==> config.mk <==
export PLATFORM = sky130hd
export DESIGN_NAME = run_ctrl
export DESIGN_NICKNAME = d
export VERILOG_FILES = /design/src/rtl/run_ctrl.sv
export SDC_FILE = /design/constraint.sdc
export NUM_CORES = 1
export LEC_CHECK = 0
export BUFFER_PORTS_ARGS = -buffer_cell sky130_fd_sc_hd__buf_4
export CAP_MARGIN = 0
export CORE_MARGIN = 4
export CORE_UTILIZATION = 49
export CTS_CLUSTER_DIAMETER = 200
export DETAILED_ROUTE_END_ITERATION = 8
export GPL_TIMING_DRIVEN = 1
export PLACE_DENSITY = 0.85
export SKIP_LAST_GASP = 1
export SYNTH_ARGS = -nofsm -noshare
export SYNTH_HDL_FRONTEND = slang
export SYNTH_SLANG_ARGS = --single-unit
==> constraint.sdc <==
create_clock -name clk -period 2.4 [get_ports clk]
set_input_delay 0.48 -clock clk [delete_from_list [all_inputs] [get_ports clk]]
set_output_delay 0.48 -clock clk [all_outputs]
set_load 0.05 [all_outputs]
==> src/rtl/run_ctrl.sv <==
// run_ctrl: byte-stream program loader and run/step/pause sequencer for the RISC-V core; breakpoint option RUNCTRL_BREAKPOINT_EN
module run_ctrl #(
  parameter int IMEM_WORDS = 64,
  parameter int AW = 6
) (
  input  logic          clk,
  input  logic          reset,
  input  logic          load_start,
  input  logic          load_valid,
  output logic          load_ready,
  input  logic [7:0]    load_data,
  input  logic          load_last,
  input  logic          run_req,
  input  logic          step_req,
  input  logic          halt_req,
  input  logic [31:0]   pc,
  input  logic [31:0]   instr,
`ifdef RUNCTRL_BREAKPOINT_EN
  input  logic          bp_valid,
  input  logic [31:0]   bp_addr,
`endif
  output logic          imem_we,
  output logic [AW-1:0] imem_addr,
  output logic [31:0]   imem_wdata,
  output logic          cpu_reset,
  output logic          cpu_en,
  output logic [2:0]    state,
  output logic [31:0]   retired,
  output logic          load_ovf,
  output logic          bp_hit
);
  typedef enum logic [2:0] {IDLE, LOAD, PAUSE, RUN, STEP, DONE} state_t;
  localparam logic [AW-1:0] LASTW = AW'(IMEM_WORDS - 1);
  state_t r_state, w_next;
  logic [AW-1:0] r_idx;
  logic [1:0] r_k;
  logic [23:0] r_buf;
  logic [31:0] r_retired;
  logic r_ovf;
  logic w_acc, w_we, w_full, w_halt_ins, w_bp, w_enter_load;
  logic [31:0] w_word;
  assign load_ready = r_state == LOAD;
  assign w_acc = load_ready && load_valid;
  assign w_we = w_acc && (r_k == 2'd3 || load_last);
  assign w_full = w_we && r_idx == LASTW;
  assign w_word = {8'h0, r_buf} | ({24'h0, load_data} << {r_k, 3'b000});
  assign w_halt_ins = instr == 32'h0000006F;
  assign w_enter_load = w_next == LOAD && r_state != LOAD;
  assign imem_we = w_we;
  assign imem_addr = r_idx;
  assign imem_wdata = w_we ? w_word : '0;
  assign cpu_reset = r_state == IDLE || r_state == LOAD;
  assign state = r_state;
  assign retired = r_retired;
  assign load_ovf = r_ovf;
`ifdef RUNCTRL_BREAKPOINT_EN
  logic r_first, r_bp_hit;
  assign w_bp = bp_valid && pc == bp_addr && !r_first;
  assign bp_hit = r_bp_hit;
  // Flag the first RUN cycle after a pause so resuming steps off a breakpoint; register the hit pulse
  always_ff @(posedge clk or posedge reset)
    if (reset) begin
      r_first <= 1'b0;
      r_bp_hit <= 1'b0;
    end else begin
      r_first <= r_state == PAUSE;
      r_bp_hit <= r_state == RUN && w_bp && !w_halt_ins;
    end
`else
  logic w_unused;
  assign w_unused = ^pc;
  assign w_bp = 1'b0;
  assign bp_hit = 1'b0;
`endif
  // Next state and core clock-enable; halt instruction beats breakpoint beats halt_req
  always_comb begin
    w_next = r_state;
    cpu_en = 1'b0;
    case (r_state)
      IDLE:  w_next = load_start ? LOAD : IDLE;
      LOAD:  w_next = (w_acc && load_last) || w_full ? PAUSE : LOAD;
      PAUSE: w_next = load_start ? LOAD : step_req ? STEP : run_req ? RUN : PAUSE;
      RUN: begin
        cpu_en = !w_halt_ins && !w_bp && !halt_req;
        w_next = w_halt_ins ? DONE : (w_bp || halt_req) ? PAUSE : RUN;
      end
      STEP: begin
        cpu_en = !w_halt_ins;
        w_next = w_halt_ins ? DONE : PAUSE;
      end
      DONE:  w_next = load_start ? LOAD : DONE;
      default: w_next = IDLE;
    endcase
  end
  // State register, word assembly, overflow flag and retired-instruction counter
  always_ff @(posedge clk or posedge reset)
    if (reset) begin
      r_state <= IDLE;
      r_idx <= '0;
      r_k <= '0;
      r_buf <= '0;
      r_retired <= '0;
      r_ovf <= 1'b0;
    end else begin
      r_state <= w_next;
      if (w_enter_load) begin
        r_idx <= '0;
        r_k <= '0;
        r_buf <= '0;
        r_retired <= '0;
        r_ovf <= 1'b0;
      end else begin
        if (w_we) begin
          r_idx <= r_idx + 1'b1;
          r_k <= '0;
          r_buf <= '0;
        end else if (w_acc) begin
          r_k <= r_k + 1'b1;
          r_buf <= w_word[23:0];
        end
        if (w_full && !load_last) r_ovf <= 1'b1;
        if (cpu_en) r_retired <= r_retired + 1'b1;
      end
    end
endmodule

# Word-level counts from Yosys, hierarchy flattened
# Cells that the tools add are included.
# classes
add_sub_neg,3
n_reduce_logical,18
shifts,1
n_eq_ne,10
n_bitwise,1
mux,24
# ops
op,n
two-way mux 32 bit,3
two-way mux 24 bit,3
"adder 32 x 1 -> 32 bit, second input constant",1
"== test 32 x 7 -> 1 bit, second input constant",1
OR 24 x 32 -> 32 bit,1
left shift 8 x 5 -> 32 bit,1
one-hot mux 3 bit (6 select lines),1
two-way mux 3 bit,5
two-way mux 6 bit,2
two-way mux 2 bit,4
logical AND 1 bit,7
"adder 6 x 1 -> 6 bit, second input constant",1
"== test 3 x 1 -> 1 bit, second input constant",2
"== test 3 x 2 -> 1 bit, second input constant",2
"== test 3 bit, second input constant",2
"== test 6 bit, second input constant",1
nonzero test 2 bit,3
two-way mux 1 bit,5
logical NOT 1 bit,3
logical NOT 3 bit,1
logical OR 1 bit,3
"!= test 3 x 1 -> 1 bit, second input constant",1
nonzero test 3 bit,1
"adder 2 x 1 -> 2 bit, second input constant",1
2 further kinds,2
# word_totals
in_bits,80
wordCells,63
regBits,68
output_inout_bits,79

# Longest topological paths before layout
# Gate-level depths: netlist (run 1).
# depth
ltp_word,10
mapped_depth,8
ltp_nobuf,6

# Worst setup path after synthesis (run 1)
# OpenSTA, ideal clock, no wires.
# synth_path
kind,flip-flop to output port
start,reg r_state[1] (netlist: state[1])
end,out imem_wdata[10]
path_buffers,2
path_stages_with_launch,6
path_slack_ps,-217
arrival_ps,2137
t_required_ps,1920
path_cell_list,dfrtp_1 -> buf_6 -> and4bb_2 -> o21ai_2 -> clkbuf_1 -> nor2_1
# synth_via
elab_chain_cells,4
# synth_lines
item,line_no,source
"start, declared",34,"state_t r_state, w_next;"
"start signal, assigned",105,r_state <= w_next;
== test 3 x 1 -> 1 bit,42,assign load_ready = r_state == LOAD;
logical AND 1 bit,43,assign w_acc = load_ready && load_valid;
logical AND 1 bit,44,assign w_we = w_acc && (r_k == 2'd3 || load_last);
two-way mux 32 bit,51,assign imem_wdata = w_we ? w_word : '0;
"end, declared",24,"output logic [31:0] imem_wdata,"
# No other way between the ends.

# Worst setup path in the final report (run 1)
# layout_path
start,reg r_k[1]
end,out imem_wdata[25]
# layout_via
elab_chain_cells,4
word_cells_on_any_way,6
classes_between,1 x eq/ne; 1 x shift; 1 x mux; 1 x bitwise; 2 x reduce/logical
# layout_lines
item,line_no,source
"start, declared",36,logic [1:0] r_k;
"start signal, assigned",118,r_k <= r_k + 1'b1;
"parallel branches: the longest is 3 deep, another holds left shift 8 x 5 -> 32 bit",--,
two-way mux 32 bit (*),51,
# Every way passes the cells marked *.

==> qor.yml, run 1 <==
status: "finished clean"
peakVddDrop_v: 0.000558
synth_cells: 433
synth_edf_count: 0
core_area_mm2: 0.00777
io_buffers: 125
r2r_slack_ps: 150
hold_class: "in -> async"
finalCritPeriodShare: 0.976
max_slew.worst_pin.slew_ps: 638
synthDistinctLibCells: 51
wl_per_cell_um: 16.3
fin_crit_ps: 2340
grt_max_degree: 69
root_buffer: "clkbuf_8"
diodes: 0
ant_nets: 0
die_h_um: 97.7
reg2reg_depth: 7
gp_congestion: 0.802
route.vias.total: 3893
p_per_area_mw_per_mm2: 870
finalSetupViolCount: 0
wl_um: 10800
fp-row-count: 32
cp-startpoint: "r_k[1]"
chipWidth_um: 97.7
report.final.slew_viol_count: 0
max-clock-path-buffers: 2
layout-drive-gt1-share: 0.371
crit_end: "imem_wdata[25]"
crit_type: "reg -> out"
multi_input_area_mm2: 0.00210
synthArstFlopShare: 1.00
synth_top_family_by_area: "compound AO/OA/AOI/OAI gates"
yosys_warnings: 0
fin_nets: 639
hold_viol: 0
netlist_area_mm2: 0.00394
num-fill-cells: 614
cp.arrival_ps: 1860
synth_compound_area_frac: 0.271
drc: 0
syn_to_final_growth_pct: 34.8
seq_area_mm2: 0.00171
synth_flop_cell: "dfrtp_1"
worstPathRequired_ps: 1920
clkSlewWorstSetupHoldPaths_ps: 70
synth-seq-cells: 68
drv_cap: 0
htree_num_levels: 3
cts_tree: "built"
hpwl_um: 7450
final_util: 0.685
synth_xor_area_frac: 0.0289
dieArea_mm2: 0.00955
grt_pass1_wl_um: 18000
syn_avg_cell_area_um2: 9.11
io_pins: 159
slew_headroom: 0.573
startpoint_type: "flip-flop"
max_freq_mhz: 427
synth_fp_nets: 516
cts.sinks: 68
start_util: 0.508
hold_ws_ps: 196
path_max_fanout: 8
clock_latency_ps: 340
track_usage: 0.224
synth_seq_area_share: 0.431
detail_route.iter0.violations: 203
cts-buffers-inserted: 9
leakagePower_nw: 2.44
clock_skew_ps: 5.52
yosys.area_share.adder: 0.00952
end_kind: "output pin"
synthMuxAreaShare: 0.00508
vias_per_cell: 5.88
antenna_found_initial: 0
yosys.area_share.simple: 0.198
r2r-start: "state[2]"
gr-total-overflow: 0
grt_pass1_vias: 3679
first_pass_iters: 5
reg2reg_to: "retired[26]"
==> sequential cells by signal, indices dropped and copies added, names as in the netlist <==
name	flops
retired	32
imem_addr	6
r_buf	24
state	3
r_k	2
load_ovf	1
==> area by class of cell <==
type | instances | area share
clock buffers | 13 | 0.0280
repair buffers | 146 | 0.216
flip-flops and latches | 68 | 0.321
inverters | 12 | 0.00847
multi-input cells | 319 | 0.396
well taps | 102 | 0.0240
clock inverters | 2 | 0.00659
==> cells by family after synthesis <==
family	count (synthesis)
mux	2
xor+xnor	13
simple gates	137
fa+ha+maj	3
other cells	1
compound gates	163
flops	68
buf+inv	46
==> metal layers <==
layer,global-route usage,routed length (um)
met1,0.296,4630
met2,0.371,5430
met3,0.0402,568
met4,0.0788,178
met5,0,0
==> critical path: stages, from the launching register on <==
cell and delay [ps]:
dfrtp_2 450, ha_2 210, o21ai_2 150, inv_1 70
and3_2 250, and2_2 200, buf_4 180
==> repair_timing <==
item,CTS,global route
hold buffers,0,0
setup buffers,1,5
endpoints found under the setup margin,33,23
pin swaps,1,0
gates resized for setup,6,2
==> stage by stage <==
stage                     cell area (um2)  TNS (ps)  cells  setup WS, ps  power (mW)
final                                5320         0    662          57.7        4.63
after global routing                 5320     -43.2    662         -13.2        4.91
after CTS                            5280         0    657          13.8        4.58
after detailed placement             5070         0    641           118        3.65
after global placement               5070         0    641           176        3.60
after floorplan                      4010     -2280    433          -111        3.02
==> where the power goes <==
group	internal (mW)	total, mW	switching [mW]
Combinational	0.722	2.24	1.52
Sequential	1.33	1.46	0.133
Clock	0.503	0.925	0.422
Total	2.55	4.63	2.08
==> synthesized netlist by cell type (all sizes together), types with 11 or more instances <==
cell,n,area (um2)
nand3,11,55.1
clkbuf,19,71.3
inv,12,45.0
nor2,37,139
and2,12,75.1
a22oi,21,158
or4,12,90.1
o31ai,12,90.1
nand4,11,75.1
o21ai,15,82.6
buf,15,101
nand2,13,56.3
a21oi,67,335
a211oi,26,200
dfrtp,68,1700
==> worst min path at each step <==
stage | end | slack, ps | cells past startpoint
after floorplan | r_buf[10] | 550 | 2
after global placement | load_ovf | 520 | 1
after detailed placement | load_ovf | 520 | 1
after CTS | retired[26] | 220 | 3
after global routing | r_buf[12] | 250 | 3
final | retired[26] | 200 | 3
==> placed cells by master (no fill, tap or decap), types with 5 or more instances in the layout <==
cell type | synthesis | layout
nor3_1 | 9 | 9
a22oi_1 | 21 | 21
inv_1 | 12 | 11
o31ai_1 | 12 | 12
o21ai_0 | 12 | 12
xnor2_1 | 5 | 5
a211oi_1 | 25 | 25
xor2_1 | 8 | 8
buf_4 | 2 | 141
a21oi_1 | 67 | 66
nor4_1 | 6 | 6
nand4_1 | 10 | 10
and2_2 | 0 | 8
nor2_2 | 0 | 20
or4_1 | 12 | 12
nor2_1 | 37 | 17
clkbuf_8 | 0 | 10
dfrtp_1 | 68 | 64
nand2_1 | 12 | 12
or3_1 | 9 | 9
o2111ai_1 | 5 | 5
nand3_1 | 11 | 11
No activity file was read; power rests on OpenSTA's default activity.
==> inputs of run 2 (changes only) <==
Settings changed: PLACE_DENSITY 0.85 to unset, PLACE_DENSITY_LB_ADDON set to 0.08.
==> run 2 against run 1 <==
  * Sequential power hardly changed
  * Cell count increased by 0.60%
  * Combinational power about the same
  * Worst hold slack got worse by 150 ps
  * Register-to-register slack improved by 100 ps
==> qor.yml, run 2 (synthesis results as in run 1) <==
fin_crit_ps: 2360
p_per_area_mw_per_mm2: 878
tns_ps: 0
peakVddDrop_v: 0.000510
final_util: 0.685
hold_buffers: 0
first_pass_iters: 4
gr-total-overflow: 0
slew_headroom: 0.522
drt-met1-wl_um: 4780
crit_type: "reg -> out"
chipWidth_um: 97.7
clkSlewWorstSetupHoldPaths_ps: 80
track_usage: 0.230
top_layer: "met4"
largest_reg_flops: 32
ant_nets: 0
rsz0062_at_grt: "true"
core_area_mm2: 0.00777
drc: 0
cts-buffers-inserted: 9
total_power_mw: 4.67
wl_per_cell_um: 16.3
leakagePower_nw: 2.45
grt_pass1_vias: 3729
report.final.slew_viol_count: 0
cts.sinks: 68
io_pins: 159
diodes: 0
drv_cap: 0
route.vias.total: 3847
mostFrequentLayoutCell: "buf_4"
cp.arrival_ps: 1880
grt_max_degree: 54
cts_tree: "built"
dp_worst_setup_slack_ps: 112
hpwl_um: 7820
gp_congestion: 0.858
layout-drive-gt1-share: 0.372
finalCritPeriodShare: 0.985
fp-row-count: 32
setup_ws_ps: 36.4
syn_to_final_growth_pct: 34.9
startpoint_type: "flip-flop"
wl_met2_um: 5480
final_cell_mix: "buf_4 (146), dfrtp_1 (67), a21oi_1 (66)"
htree_num_levels: 3
grt_pass1_wl_um: 18200
end_kind: "output pin"
path_max_fanout: 8
max_freq_mhz: 423
worstPathRequired_ps: 1920
fin_nets: 642
max-clock-path-buffers: 2
vias_per_cell: 5.78
detail_route.iter0.violations: 143
hold_viol: 0
hold_class: "in -> async"
clock_skew_ps: 10.9
root_buffer: "clkbuf_8"
clock_latency_ps: 340
die_h_um: 97.7
start_util: 0.508
wl_met3_um: 485
max_slew.worst_pin.slew_ps: 715
finalSetupViolCount: 0
status: "finished clean"
wl_um: 10900
antenna_found_initial: 0
dieArea_mm2: 0.00955
io_buffers: 125
[run 2: cell count changes in the layout (fill, tap and decap cells not counted), sizes merged]
cell and change:
buf +3, clkinvlp +1, inv +1, clkbuf -2, clkinv +1
[run 2: worst max-delay path, stage by stage, from the launching register on]
cell     delay (ps)
dfrtp_2         450
ha_1            260
o21ai_2         180
inv_1            90
and3_4          210
and2_2          190
buf_4           180
[run 2: repair_timing]
action	4_1_cts	5_1_grt
gates resized for setup	2	4
setup endpoints to repair	9	33
pin swaps	1	1
setup buffers	0	2
[run 2: worst paths after layout]
kind                                start             end  slack, ps  cells after the start
worst max register to register   state[1]      retired[5]        250                      7
min in group clk                load_last        state[1]        450                      3
worst min register to register   load_ovf        load_ovf        510                      1
worst min-delay path                reset     retired[24]         40                      2
max in group asynchronous           reset          r_k[0]       1680                      3
worst max-delay path               r_k[0]  imem_wdata[24]         40                      6
[run 2: area by class of cell]
| type | count | area [um2] |
|---|---|---|
| Fill cell | 640 | 2450 |
| Multi-Input combinational cell | 319 | 2110 |
| Sequential cell | 68 | 1700 |
| Timing Repair Buffer | 149 | 1140 |
| Clock buffer | 11 | 141 |
| Tap cell | 102 | 128 |
| Clock inverter | 5 | 60.1 |
| Inverter | 12 | 45.0 |
[run 2: report_power, final]
group / internal, mW / switching (mW) / leakage, nW
logic: 0.705 / 1.55 / 1.41
registers: 1.32 / 0.131 / 0.936
clock network: 0.512 / 0.448 / 0.0999
[run 2: metal layers]
| layer | GRT usage | vias to the layer above |
|---|---|---|
| li1 | - | 1893 |
| met1 | 0.305 | 1857 |
| met2 | 0.388 | 87 |
| met3 | 0.0424 | 10 |
| met4 | 0.0639 | 0 |
| met5 | 0 | - |
[run 2: per-stage QoR]
step,cells,hold slack [ps],instance area (um2)
after floorplan,433,550,4010
after global placement,648,413,5090
after detailed placement,648,417,5090
after CTS,664,36.5,5290
after global routing,666,50.5,5320
final,666,44.1,5320
==> inputs of run 3 (changes only) <==
--- a/config.mk
+++ b/config.mk
@@ -13,5 +13,6 @@
 export DETAILED_ROUTE_END_ITERATION = 8
 export GPL_TIMING_DRIVEN = 1
-export PLACE_DENSITY_LB_ADDON = 0.08
+export PLACE_DENSITY = 0.77
+export RECOVER_POWER = 50
 export SKIP_LAST_GASP = 1
 export SYNTH_ARGS = -nofsm -noshare
==> constraint.sdc (replaced) <==
create_clock -name clk -period 2.4 [get_ports clk]
set_input_delay 0.6 -clock clk [delete_from_list [all_inputs] [get_ports clk]]
set_output_delay 0.6 -clock clk [all_outputs]
set_load 0.05 [all_outputs]
==> run 3 against run 2 <==
  * Sequential cell count unchanged
  * Critical endpoint is now cpu_en
  * Register-to-register slack about the same
  * Highest routed layer unchanged
  * Critical path depth unchanged
  * The flow now finishes with violations (max-capacitance violations, max-slew violations, negative setup slack)
  * Critical path type is now in -> out
  * Sequential power barely moved
  * Sequential share of layout area is 1.2 points lower
  * Combinational power up 15%
  * Largest power group unchanged
==> qor.yml, run 3 (synthesis results as in run 1) <==
gr-total-overflow: 0
status: "finished, violations left"
io_buffers: 125
root_buffer: "clkbuf_8"
core_area_mm2: 0.00777
path_max_fanout: 2
htree_num_levels: 3
seq_area_mm2: 0.00171
dieArea_mm2: 0.00955
gp_congestion: 0.852
track_usage: 0.244
start_util: 0.508
rsz0062_at_grt: "true"
grt_pass1_vias: 3913
cts_tree: "built"
setup_ws_ps: -16.4
drv_cap: 1
wl_per_cell_um: 17.4
fin_crit_ps: 2420
finalSetupViolCount: 5
wl_um: 11900
hold_viol: 0
leakagePower_nw: 2.40
die_h_um: 97.7
diodes: 0
detail_route.iter0.violations: 197
crit_type: "in -> out"
r2r-start: "retired[2]"
syn_to_final_growth_pct: 40.6
largest_reg_flops: 32
p_per_area_mw_per_mm2: 897
clock_skew_ps: 10.8
cts-buffers-inserted: 9
max_slew.worst_pin.slew_ps: 1660
multi_input_area_mm2: 0.00226
end_kind: "output pin"
placed_area_mm2: 0.00533
fp-row-count: 32
route.vias.total: 4069
grt_max_degree: 69
hpwl_um: 8180
max-clock-path-buffers: 2
finalCritPeriodShare: 1.01
worstPathRequired_ps: 1800
clkSlewWorstSetupHoldPaths_ps: 80
drc: 0
mostFrequentLayoutCell: "buf_4"
startpoint_type: "input port"
ant_nets: 0
peakVddDrop_v: 0.000579
first_pass_iters: 5
vias_per_cell: 5.98
dp.cells: 655
report.final.slew_viol_count: 69
cp.arrival_ps: 1820
violations: "max-capacitance violations, max-slew violations, negative setup slack"
chipWidth_um: 97.7
hold_class: "reg -> reg"
io_pins: 159
hold_buffers: 0
layout-drive-gt1-share: 0.360
fin_nets: 656
cp-startpoint: "instr[16]"
clock_latency_ps: 340
max_freq_mhz: 414
grt_pass1_wl_um: 19400
cts.sinks: 68
fin_cells: 680
hold_start: "load_ovf"
final_area_mm2: 0.00555
final_cell_mix: "buf_4 (115), a21oi_1 (66), dfrtp_1 (64)"
num-fill-cells: 617
slew_headroom: -0.110
antenna_found_initial: 0
## run 3: cell types whose count changed in the layout (fill, tap and decap cells not counted), moves of 4 or more
cell      previous run  this run
buf_12               1         5
buf_4              146       115
buf_8                0         4
clkbuf_1             1        32
nor2_1              17        13
nor2_2              20         4
nor2_4               0        20
## run 3: area by class of cell
type,count,share of cell area
sequential,68,0.308
inverter,12,0.00880
timing repair buffer,163,0.219
multi-input combinational,319,0.408
tap,102,0.0230
clock buffer,9,0.0223
clock inverter,7,0.0120
## run 3: power breakdown
group	internal, mW	switching (mW)	total (mW)
clock network	0.476	0.460	0.936
logic	0.873	1.72	2.59
registers	1.33	0.125	1.45
total	2.67	2.30	4.98
## run 3: layer usage
layer,up-vias,part of all wire,track usage
li1,1914,-,-
met1,1970,0.40,0.307
met2,159,0.52,0.424
met3,26,0.059,0.0459
met4,0,0.022,0.0756
met5,-,0,0
## run 3: worst max-delay path: stages
cell and delay, ps:
buf_4 110, nor4_2 310, nand4_1 200, o21ai_2 280, clkinvlp_4 130, buf_4 190
## run 3: repair_timing
item | 4_1_cts | 5_1_grt
gates resized for setup | 18 | 9
pin swaps | 4 | 5
endpoints found under the setup margin | 31 | 10
gates cloned | 0 | 0
setup buffers | 7 | 2
## run 3: final timing paths
path / to / slack, ps / depth (start not counted)
max: cpu_en / -20 / 6
min: load_ovf / 560 / 1
max reg2reg: retired[17] / 250 / 6
min reg2reg: load_ovf / 560 / 1
max in group asynchronous: state[1] / 450 / 3
min in group asynchronous: retired[28] / 850 / 3
## run 3: per-stage QoR
stage                     setup TNS [ps]  power [mW]  hold slack [ps]   util  setup WS, ps
final                              -32.9        4.98              563  0.714         -16.4
after global routing                -978        5.26              576  0.714          -105
after CTS                              0        4.97              343  0.725          2.40
after detailed placement            -125        3.96              538  0.686         -38.3
after global placement             -55.2        3.91              526  0.686         -54.5
after floorplan                     -330        3.14              550      -         -62.7
